[config.mk]
export PLATFORM = sky130hd
export DESIGN_NAME = pc_sequencer
export DESIGN_NICKNAME = d
export VERILOG_FILES = /design/src/rtl/pc_sequencer.sv
export SDC_FILE = /design/constraint.sdc
export NUM_CORES = 1
export LEC_CHECK = 0
export ABC_CLOCK_PERIOD_IN_PS = 6660
export CAP_MARGIN = 5
export CELL_PAD_IN_SITES_DETAIL_PLACEMENT = 1
export CELL_PAD_IN_SITES_GLOBAL_PLACEMENT = 1
export CORE_ASPECT_RATIO = 1.4
export CORE_UTILIZATION = 49
export DETAILED_ROUTE_END_ITERATION = 8
export GPL_ROUTABILITY_DRIVEN = 0
export GPL_TIMING_DRIVEN = 0
export MAX_ROUTING_LAYER = met4
export PLACE_DENSITY = 0.83
export SLEW_MARGIN = 40
export SYNTH_ARGS = -nofsm -noshare
export SYNTH_HDL_FRONTEND = slang
export SYNTH_SLANG_ARGS = --single-unit
[constraint.sdc]
create_clock -name CLK -period 6.66 [get_ports CLK]
set_clock_uncertainty 0.1 [all_clocks]
set_input_delay 1.332 -clock CLK [delete_from_list [all_inputs] [get_ports CLK]]
set_output_delay 1.332 -clock CLK [all_outputs]
set_load 0.01 [all_outputs]
[src/rtl/pc_sequencer.sv]
// pc_sequencer: program-counter sequencer with a hardware return-address stack.
//   Ports: CLK/RST (async active-high); START leaves IDLE/HALTED; EN gates all
//   state updates; OP selects the next-PC operation (0 INC, 1 BRANCH, 2 JUMP,
//   3 CALL, 4 RET, 5 HALT, 6/7 INC); BO is the branch condition; IADDR is the
//   BRANCH/JUMP/CALL target. PC is the registered program counter. RUNNING,
//   STACK_EMPTY and STACK_FULL are status flags. ERR is the sticky stack error.
//   Build option PC_SEQUENCER_STACK_ERR_EN: with it defined, a stack overflow
//   or underflow halts the block and sets ERR. Without it, ERR is tied to 0.
module pc_sequencer #(
  parameter int ADDR_WIDTH = 11,
  parameter logic [ADDR_WIDTH-1:0] RESET_ADDR = '0,
  parameter int STACK_DEPTH = 4
) (
  input  logic                  CLK,
  input  logic                  RST,
  input  logic                  START,
  input  logic                  EN,
  input  logic [2:0]            OP,
  input  logic                  BO,
  input  logic [ADDR_WIDTH-1:0] IADDR,
  output logic [ADDR_WIDTH-1:0] PC,
  output logic                  RUNNING,
  output logic                  STACK_EMPTY,
  output logic                  STACK_FULL,
  output logic                  ERR
);
  localparam int IDX = $clog2(STACK_DEPTH);
  localparam int SPW = IDX + 1;
  localparam logic [SPW-1:0] SP_FULL = SPW'(STACK_DEPTH);
  localparam logic [SPW-1:0] SP_ONE = SPW'(1);
  localparam logic [ADDR_WIDTH-1:0] PC_ONE = ADDR_WIDTH'(1);
  typedef enum logic [1:0] {IDLE, RUN, HALTED} state_e;
  state_e state_q, state_d;
  logic [ADDR_WIDTH-1:0] pc_q, pc_d, pc_inc;
  logic [SPW-1:0] sp_q, sp_d;
  logic [ADDR_WIDTH-1:0] stack_q [STACK_DEPTH];
  logic push, full, empty, err_q, err_d;
  assign pc_inc = pc_q + PC_ONE;
  assign full = sp_q == SP_FULL;
  assign empty = sp_q == '0;
  always_ff @(posedge CLK or posedge RST) begin
    if (RST) begin
      state_q <= IDLE;
      pc_q <= RESET_ADDR;
      sp_q <= '0;
      err_q <= 1'b0;
    end else begin
      state_q <= state_d;
      pc_q <= pc_d;
      sp_q <= sp_d;
      err_q <= err_d;
    end
  end
  // Stack contents need no reset; SP alone defines what is valid.
  always_ff @(posedge CLK) begin
    if (push) stack_q[IDX'(sp_q)] <= pc_inc;
  end
  always_comb begin
    state_d = state_q;
    pc_d = pc_q;
    sp_d = sp_q;
    err_d = err_q;
    push = 1'b0;
    if (EN) begin
      case (state_q)
        IDLE: state_d = START ? RUN : IDLE;
        HALTED: begin
          if (START && !err_q) begin
            state_d = RUN;
            pc_d = pc_inc;
          end
        end
        default: begin
          case (OP)
            3'd1: pc_d = BO ? IADDR : pc_inc;
            3'd2: pc_d = IADDR;
            3'd3: begin
`ifdef PC_SEQUENCER_STACK_ERR_EN
              if (full) begin
                err_d = 1'b1;
                state_d = HALTED;
              end else begin
                pc_d = IADDR;
                push = 1'b1;
                sp_d = sp_q + SP_ONE;
              end
`else
              // Overflow still jumps; the return address is simply dropped.
              pc_d = IADDR;
              push = !full;
              sp_d = full ? sp_q : sp_q + SP_ONE;
`endif
            end
            3'd4: begin
`ifdef PC_SEQUENCER_STACK_ERR_EN
              if (empty) begin
                err_d = 1'b1;
                state_d = HALTED;
              end else begin
                pc_d = stack_q[IDX'(sp_q - SP_ONE)];
                sp_d = sp_q - SP_ONE;
              end
`else
              pc_d = empty ? pc_inc : stack_q[IDX'(sp_q - SP_ONE)];
              sp_d = empty ? sp_q : sp_q - SP_ONE;
`endif
            end
            3'd5: state_d = HALTED;
            default: pc_d = pc_inc;
          endcase
        end
      endcase
    end
  end
  always_comb begin
    PC = pc_q;
    RUNNING = state_q == RUN;
    STACK_EMPTY = empty;
    STACK_FULL = full;
`ifdef PC_SEQUENCER_STACK_ERR_EN
    ERR = err_q;
`else
    ERR = 1'b0;
`endif
  end
`ifndef PC_SEQUENCER_STACK_ERR_EN
  logic unused_err;
  assign unused_err = err_q ^ err_d;
`endif
endmodule

## Word-level counts from Yosys, hierarchy flattened

Memory sizes are Yosys's and may differ from the RTL's.
Index checks and enable logic that the tools add are counted.

| word-level totals | value |
|---|---|
| memories kept | 1 |
| register bits | 16 |
| bits in writable memories | 44 |

| operators by class | value |
|---|---|
| bitwise logic cells | 2 |
| $add $sub $neg | 3 |
| multiplexer cells | 17 |
| reduce and logical (&&, ||, !) cells | 10 |
| equal/unequal tests | 12 |

Memory list:

| name | words | bits a word | rd ports | clocked after Yosys merged registers in | wr ports | line | source |
|---|---|---|---|---|---|---|---|
| stack_q | 4 | 11 | 1 | 0 | 1 | 36 | `logic [ADDR_WIDTH-1:0] stack_q [STACK_DEPTH];` |

Operators with widths:

| cell | number |
|---|---|
| one-hot mux 11 bit (4 select lines) | 1 |
| 2-to-1 mux 11 bit | 3 |
| one-hot mux 11 bit (2 select lines) | 1 |
| adder 11 x 1 -> 11 bit (second input constant) | 1 |
| equality test 3 bit (second input constant) | 3 |
| != test 2 bit (second input constant) | 4 |
| equality test 3 x 2 -> 1 bit (second input constant) | 2 |
| 2-to-1 mux 1 bit | 6 |
| 2-to-1 mux 3 bit | 2 |
| one-hot mux 3 bit (2 select lines) | 1 |
| AND reduction 5 bit | 1 |
| 2-to-1 mux 2 bit | 2 |
| one-hot mux 2 bit (2 select lines) | 1 |
| AND reduction 4 bit | 1 |
| OR reduction 2 bit | 2 |
| adder 3 x 1 -> 3 bit (second input constant) | 1 |
| equality test 3 x 1 -> 1 bit (second input constant) | 1 |
| logical NOT 3 bit | 1 |
| AND reduction 3 bit | 1 |
| nonzero test 3 bit | 1 |
| subtractor 3 x 1 -> 3 bit (second input constant) | 1 |
| equality test 2 x 1 -> 1 bit (second input constant) | 1 |
| equality test 2 bit (second input constant) | 1 |
| logical NOT 2 bit | 1 |
| 3 further kinds | 4 |

## Logic depth before layout (Yosys ltp)

Gate-level depths: netlist of the first run.

| logic depth | value |
|---|---|
| depth after elaboration | 7 |
| depth in mapped cells | 9 |
| mapped depth without buffers | 7 |

## Least setup slack after synthesis of the first run

No wires, ideal clock.

| timing path | value |
|---|---|
| path kind | input to register |
| from | in OP[2] |
| to | mem stack_q[0][0], enable pin |
| cell stages on the path | 5 |
| library setup time | 0.349 ns |
| data arrival time | 2.342 ns |
| slack | 3.869 ns |
| buffers on the path | 1 |
| data required time | 6.211 ns |
| path through | buf_2 > nor2b_1 > and3_1 > nor2b_1 > and2_1 |

| between the ends | value |
|---|---|
| word-level cells in the longest chain between the ends | 6 |

RTL lines:

| element | line | source |
|---|---|---|
| start: declaration | 18 | `input logic [2:0] OP,` |
| equality test 3 x 2 -> 1 bit | 74 | `case (OP)` |
| 2-to-1 mux 1 bit | 74 |  |
| 2-to-1 mux 1 bit | 65 | `case (state_q)` |
| 2-to-1 mux 1 bit | 64 | `if (EN) begin` |
| 2-to-1 mux 1 bit | 56 | `if (push) stack_q[IDX'(sp_q)] <= pc_inc;` |
| 2-to-1 mux 1 bit (not written as such) | 56 |  |
| end: declaration | 36 |  |

Every way passes these cells.

## Worst setup path in the final report of the first run

| timing path | value |
|---|---|
| from | reg sp_q[0] |
| to | out STACK_EMPTY |

| between the ends | value |
|---|---|
| word-level cells in the longest chain between the ends | 1 |

RTL lines:

| element | line | source |
|---|---|---|
| start: declaration | 35 | `logic [SPW-1:0] sp_q, sp_d;` |
| start signal: assignment | 50 | `sp_q <= sp_d;` |
| logical NOT 3 bit | 40 | `assign empty = sp_q == '0;` |
| end: declaration | 23 | `output logic STACK_EMPTY,` |

Every way passes these cells.

==> results of run 1 <==
## cell type report
cell class / count / share of cell area, %
tap: 70 / 2.42
multi-input combinational: 145 / 31.6
buffer: 11 / 1.80
inverter: 8 / 0.831
sequential: 60 / 47.7
timing repair buffer: 32 / 8.87
clock inverter: 7 / 3.43
clock buffer: 9 / 3.43
## registers in the layout, summed over array words and instances, names as in the netlist
signal and count:
state_q 2, stack_q 44, sp_q 3, PC 11
## per-layer routing
metal | global-route usage [%] | vias up
li1 | - | 944
met2 | 42.3 | 44
met5 | - | -
met3 | 7.40 | 10
met4 | 9.75 | 0
met1 | 32.5 | 1081
## power groups by stage
stage	Clock (mW)	Combinational (mW)	Sequential, mW
floorplan	0	0.302	0.549
finish	0.404	0.494	0.550
global route	0.424	0.537	0.558
detailed placement	0	0.489	0.557
CTS	0.410	0.497	0.550
global placement	0	0.471	0.554
## cell usage after synthesis (2+ instances only)
library cell and count:
clkbuf_1 4, xor2_1 3, nor4_1 2, a22oi_1 8
a22o_1 7, dfrtp_1 16, a21oi_1 11, o21ai_0 6
edfxtp_1 44, ha_1 6, nand3_1 4, o32ai_1 3
nor3b_1 2, o22ai_1 2, nor2_1 11, o21bai_1 3
nand2_1 16, and2_1 5, a31oi_1 3, and3_1 2
xnor2_1 8, mux4_2 11, buf_2 4, inv_1 8
buf_4 2, o21ai_1 3, nand4_1 3, nand2b_1 3
nor2b_1 5
## through the flow
step,util [%],instances,area (um2)
2_1_floorplan,-,224,2960
4_1_cts,62.0,342,3610
3_5_place_dp,57.8,326,3360
6_report,62.0,342,3610
5_1_grt,62.0,342,3610
3_3_place_gp,57.8,326,3360
## path summary, 6_finish.rpt
| path | startpoint | cells after the start | to | slack [ns] |
|---|---|---|---|---|
| min in group asynchronous | RST | 2 | PC[5] | 1.29 |
| max in group asynchronous | RST | 2 | sp_q[2] | 4.72 |
| setup reg to reg | sp_q[0] | 8 | PC[3] | 3.64 |
| hold / removal | sp_q[2] | 1 | sp_q[2] | 0.42 |
| setup / recovery | sp_q[0] | 5 | STACK_EMPTY | 2.86 |
| hold reg to reg | sp_q[2] | 1 | sp_q[2] | 0.42 |
## worst max-delay path: cells and delay by family, from the launching register on
kind,cells,cell delay (ns)
and+or+nand+nor,1,0.32
DFF,1,0.50
adders and majority gates,1,0.22
buffers and inverters,3,0.98
## logic make-up after synthesis
family	count (synthesis)	synth area share, %
multiplexers	11	8.38
adder cells (fa/ha/maj)	6	2.54
XOR/XNOR	11	3.26
buffers and inverters	19	3.22
AND/OR/NAND/NOR	61	11.3
AO/OA/AOI/OAI	55	13.0
other	1	0.127
flip-flops	60	58.2
==> flow_summary.yaml, run 1 <==
clock_tree:
  cts_buffer_depth: 2
  h-tree-depth: 3
  clk_latency_ns: 0.34
  cts_setup_buffers: 0
  clock-sinks: 60
  cts_tree: "done"
  hold_buffers: 0
  clock-root-buffer: "clkbuf_8"
  clk_pin_slew_ns: 0.07
  numCtsBuffers: 9
  cts_resized: 0
global_route:
  grt_pass1_wl_um: 11500
  grt_pass1_vias: 2193
  grt_max_degree: 17
  antenna_found_initial: 0
  overflow: 0
  grt_use_total_pct: 26.9
run_status:
  status: "finished, final reports clean"
pwr:
  comb_power_share_pct: 34.1
  leakagePower_nw: 1.31
  sw_frac_of_total_pct: 32.9
  powerDensity_nw_per_um2: 401
  intPower_mw: 0.972
  power_frac_clock_pct: 27.9
  p_switching_mw: 0.476
  finalPower_mw: 1.45
  ir_drop_mv: 0.247
  pwr-share-seq_pct: 38.0
place:
  post-place-ws_ns: 2.99
  io_buffer_count: 32
  dp_hpwl_um: 5170
timing:
  fin_crit_ns: 3.80
  fmax_mhz: 264
  tns_ns: 0
  hold_slack_ns: 0.420
  rsz0062_at_grt: "false"
  fin_crit_sh_pct: 57.0
  slew_headroom_pct: 54.0
  hold_viol: 0
  tightest_slew_ns: 0.689
  maxSlewViolCount: 0
  setup_viol: 0
  setup_ws_ns: 2.86
synth:
  synthArstFlopShare_pct: 26.7
  syn-cell-area_um2: 2960
  syn_inst: 224
  synth_edf_count: 44
  synth.top_cells.by_area: "edfxtp_1 45%, dfrtp_1 14%, mux4_2 8.4%, ha_1 2.5%, xnor2_1 2.4%"
  ys.warnings.count: 0
  synth_fp_nets: 249
  synthFlopType: "edfxtp_1"
  avgSynthCellArea_um2: 13.2
  yosysUniqueCellTypes: 48
  yosysTopAreaCellShare_pct: 44.7
  yosysTopAreaCell: "edfxtp_1"
  synth-seq-cells: 60
  seq_area_frac_synth_pct: 58.2
final_layout:
  nNetsFinal: 292
  final_cell_mix: "44 x edfxtp_1, 32 x clkdlybuf4s50_1, 16 x dfrtp_1, 16 x nand2_1"
  regArea_um2: 1720
  multi_input_area_um2: 1140
  fillers: 596
  drive_gt1_share_pct: 14.0
  area_growth_pct: 22.2
  final_common_cell: "edfxtp_1"
  antenna_cells: 0
worst_setup_path:
  critPathArrivalTime_ns: 2.36
  cp.required_ns: 5.23
  crit_chain: "buf_4, inv_1, ha_1, nor2b_1, clkdlybuf4s50_1"
  critPathSlowestCell: "clkdlybuf4s50_1"
  cp-start-kind: "flop"
  path_max_fanout: 10
  max_stage_delay_ns: 0.60
  cp-end-kind: "output port"
  critical_path_class: "reg2out"
route:
  drc: 0
  post_drt_via_cell_ratio: 6.08
  vias: 2079
  totalWireLength_um: 7220
  antenna_left: 0
  first_iter_violations: 225
  met3WireLength_um: 257
  first_pass_iters: 4
  top_layer_used: "met4"
  routedWlPerCell_um: 21.1
  drt-met1-wl_um: 3040
  wl_met2_um: 3790
hold_path:
  hold_path.class: "reg2reg"
floorplanning:
  dieArea_um2: 6350
  num_rows: 33
  start_util_pct: 50.8
  fp.coreArea_um2: 5820
  ios: 34
  fp.dieH_um: 93.9
  die_w_um: 67.7
run:
  cap_violations: 0
Note: power is estimated with default switching activity, not from simulation.
==> run 2, diff against run 1 <==
- ABC_CLOCK_PERIOD_IN_PS: 6660 -> 3000
- CORE_UTILIZATION: 49 -> 41
- PLACE_DENSITY: 0.83 -> 0.74
- clock period: 6.66 -> 3 ns (I/O delays scaled with it)
==> flow_summary.yaml, run 2 (synthesis gave the netlist of run 1 again) <==
run_status:
  status: "finished, final reports clean"
pwr:
  intPower_mw: 2.00
  leakagePower_nw: 1.29
  power_frac_clock_pct: 24.5
  p_switching_mw: 1.06
  sw_frac_of_total_pct: 34.6
  powerDensity_nw_per_um2: 847
  ir_drop_mv: 0.440
  pwr-share-seq_pct: 39.9
  finalPower_mw: 3.05
  comb_power_share_pct: 35.6
worst_setup_path:
  max_stage_delay_ns: 0.56
  crit_chain: "buf_4, inv_1, ha_1, nor2b_4, clkdlybuf4s50_1"
  path_max_fanout: 10
  critPathSlowestCell: "clkdlybuf4s50_1"
  critical_path_class: "reg2out"
  cp-start-kind: "flop"
  cp-end-kind: "output port"
  cp.required_ns: 2.30
  crit_buf_inv: 3
  crit_family: "buffers and inverters"
  critPathArrivalTime_ns: 2.19
  r2r_slack_ns: 0.32
global_route:
  grt_use_total_pct: 21.6
  grt_pass1_vias: 2072
  overflow: 0
  antenna_found_initial: 0
  grt_max_degree: 17
  grt_pass1_wl_um: 11100
place:
  post-place-ws_ns: -0.0494
  dp_hpwl_um: 5130
  io_buffer_count: 32
route:
  totalWireLength_um: 7190
  drc: 0
  first_iter_violations: 94
  vias: 2011
  first_pass_iters: 4
  antenna_left: 0
  routedWlPerCell_um: 19.6
  post_drt_via_cell_ratio: 5.48
clock_tree:
  clock-sinks: 60
  hold_buffers: 0
  numCtsBuffers: 9
  h-tree-depth: 3
  cts_tree: "done"
  clk_pin_slew_ns: 0.08
  cts_buffer_depth: 2
  clock-root-buffer: "clkbuf_8"
  clk_latency_ns: 0.34
timing:
  setup_viol: 0
  fin_crit_sh_pct: 96.3
  slew_headroom_pct: 50.1
  fin_crit_ns: 2.89
  hold_viol: 0
  fmax_mhz: 346
  hold_slack_ns: 0.462
  setup_ws_ns: 0.110
  tightest_slew_ns: 0.745
  maxSlewViolCount: 0
final_layout:
  final_common_cell: "edfxtp_1"
  final_cell_mix: "44 x edfxtp_1, 32 x clkdlybuf4s50_1, 16 x nand2_1, 15 x dfrtp_1"
  antenna_cells: 0
  fin_util_pct: 51.6
  regMostFlops: "stack_q"
  nNetsFinal: 292
  drive_gt1_share_pct: 14.7
  fillers: 717
  largest_reg_flops: 44
  area_growth_pct: 22.0
floorplanning:
  ios: 34
  fp.dieH_um: 102
  num_rows: 36
  start_util_pct: 42.3
  fp.coreArea_um2: 6980
  dieArea_um2: 7560
  die_w_um: 73.8
run:
  cap_violations: 0
hold_path:
  hold_path.class: "reg2reg"
run 2: cell count changes in the layout (fill, tap and decap cells not counted), sizes merged:
| cell | before | now |
|---|---|---|
| clkinv | 2 | 4 |
| bufinv | 3 | 1 |
run 2: power by group through the flow:
| stage | Sequential [mW] | Combinational (mW) | Clock (mW) |
|---|---|---|---|
| 6_report | 1.22 | 1.09 | 0.749 |
| 5_1_grt | 1.24 | 1.20 | 0.787 |
| 4_1_cts | 1.21 | 1.09 | 0.758 |
| 3_5_place_dp | 1.23 | 1.08 | 0 |
| 3_3_place_gp | 1.23 | 1.06 | 0 |
| 2_1_floorplan | 1.22 | 0.671 | 0 |
run 2: area by class of cell:
cell class | instances | area, um2 | share of cell area, %
Sequential cell | 60 | 1720 | 47.8
Tap cell | 95 | 119 | 3.30
Multi-Input combinational cell | 145 | 1150 | 31.8
Timing Repair Buffer | 32 | 320 | 8.88
Clock inverter | 7 | 76.3 | 2.12
Buffer | 11 | 66.3 | 1.84
Inverter | 8 | 30.0 | 0.833
Clock buffer | 9 | 124 | 3.44
run 2: layer usage:
layer	GRT usage (%)	share of wire, %	vias up
met2	34.5	51	40
met5	-	0	-
met3	4.44	2.6	13
met4	10.2	2.9	0
met1	25.9	44	1014
li1	-	-	944
run 2: timing repair:
item | 4_1_cts | 5_1_grt
endpoints found under the setup margin | 1 | 35
pin swaps | 0 | 0
hold endpoints to repair | 0 | 0
buffers inserted | 0 | 0
resized for setup | 1 | 4
gates cloned | 0 | 0
run 2: path summary, 6_finish.rpt:
check / from / endpoint / cells past startpoint
max: sp_q[0] / STACK_EMPTY / 5
min: sp_q[1] / sp_q[1] / 2
max reg2reg: sp_q[0] / stack_q[2][7] / 7
min reg2reg: sp_q[1] / sp_q[1] / 2
max in group asynchronous: RST / sp_q[0] / 2
min in group asynchronous: RST / PC[5] / 2
run 2: worst reg2reg max path: stages (launching register included):
cell,delay (ns)
dfrtp_2,0.47
buf_4,0.28
inv_1,0.12
ha_1,0.27
nand2_1,0.10
and3_1,0.19
nor2b_1,0.23
and2_1,0.57
run 2: metrics by stage:
stage	cells	setup TNS, ns	cell area, um2
after CTS	367	0	3600
after detailed placement	351	-0.987	3400
after global placement	351	-0.00892	3400
after global routing	367	-0.00305	3610
final	367	0	3610
after floorplan	224	0	2960
==> run 3, diff against run 2 <==
- CTS_CLUSTER_SIZE: default -> 16
- SLEW_MARGIN: 40 -> 20
==> results of run 3 <==
Final layout, timing and power as in run 2 (identical DEF).
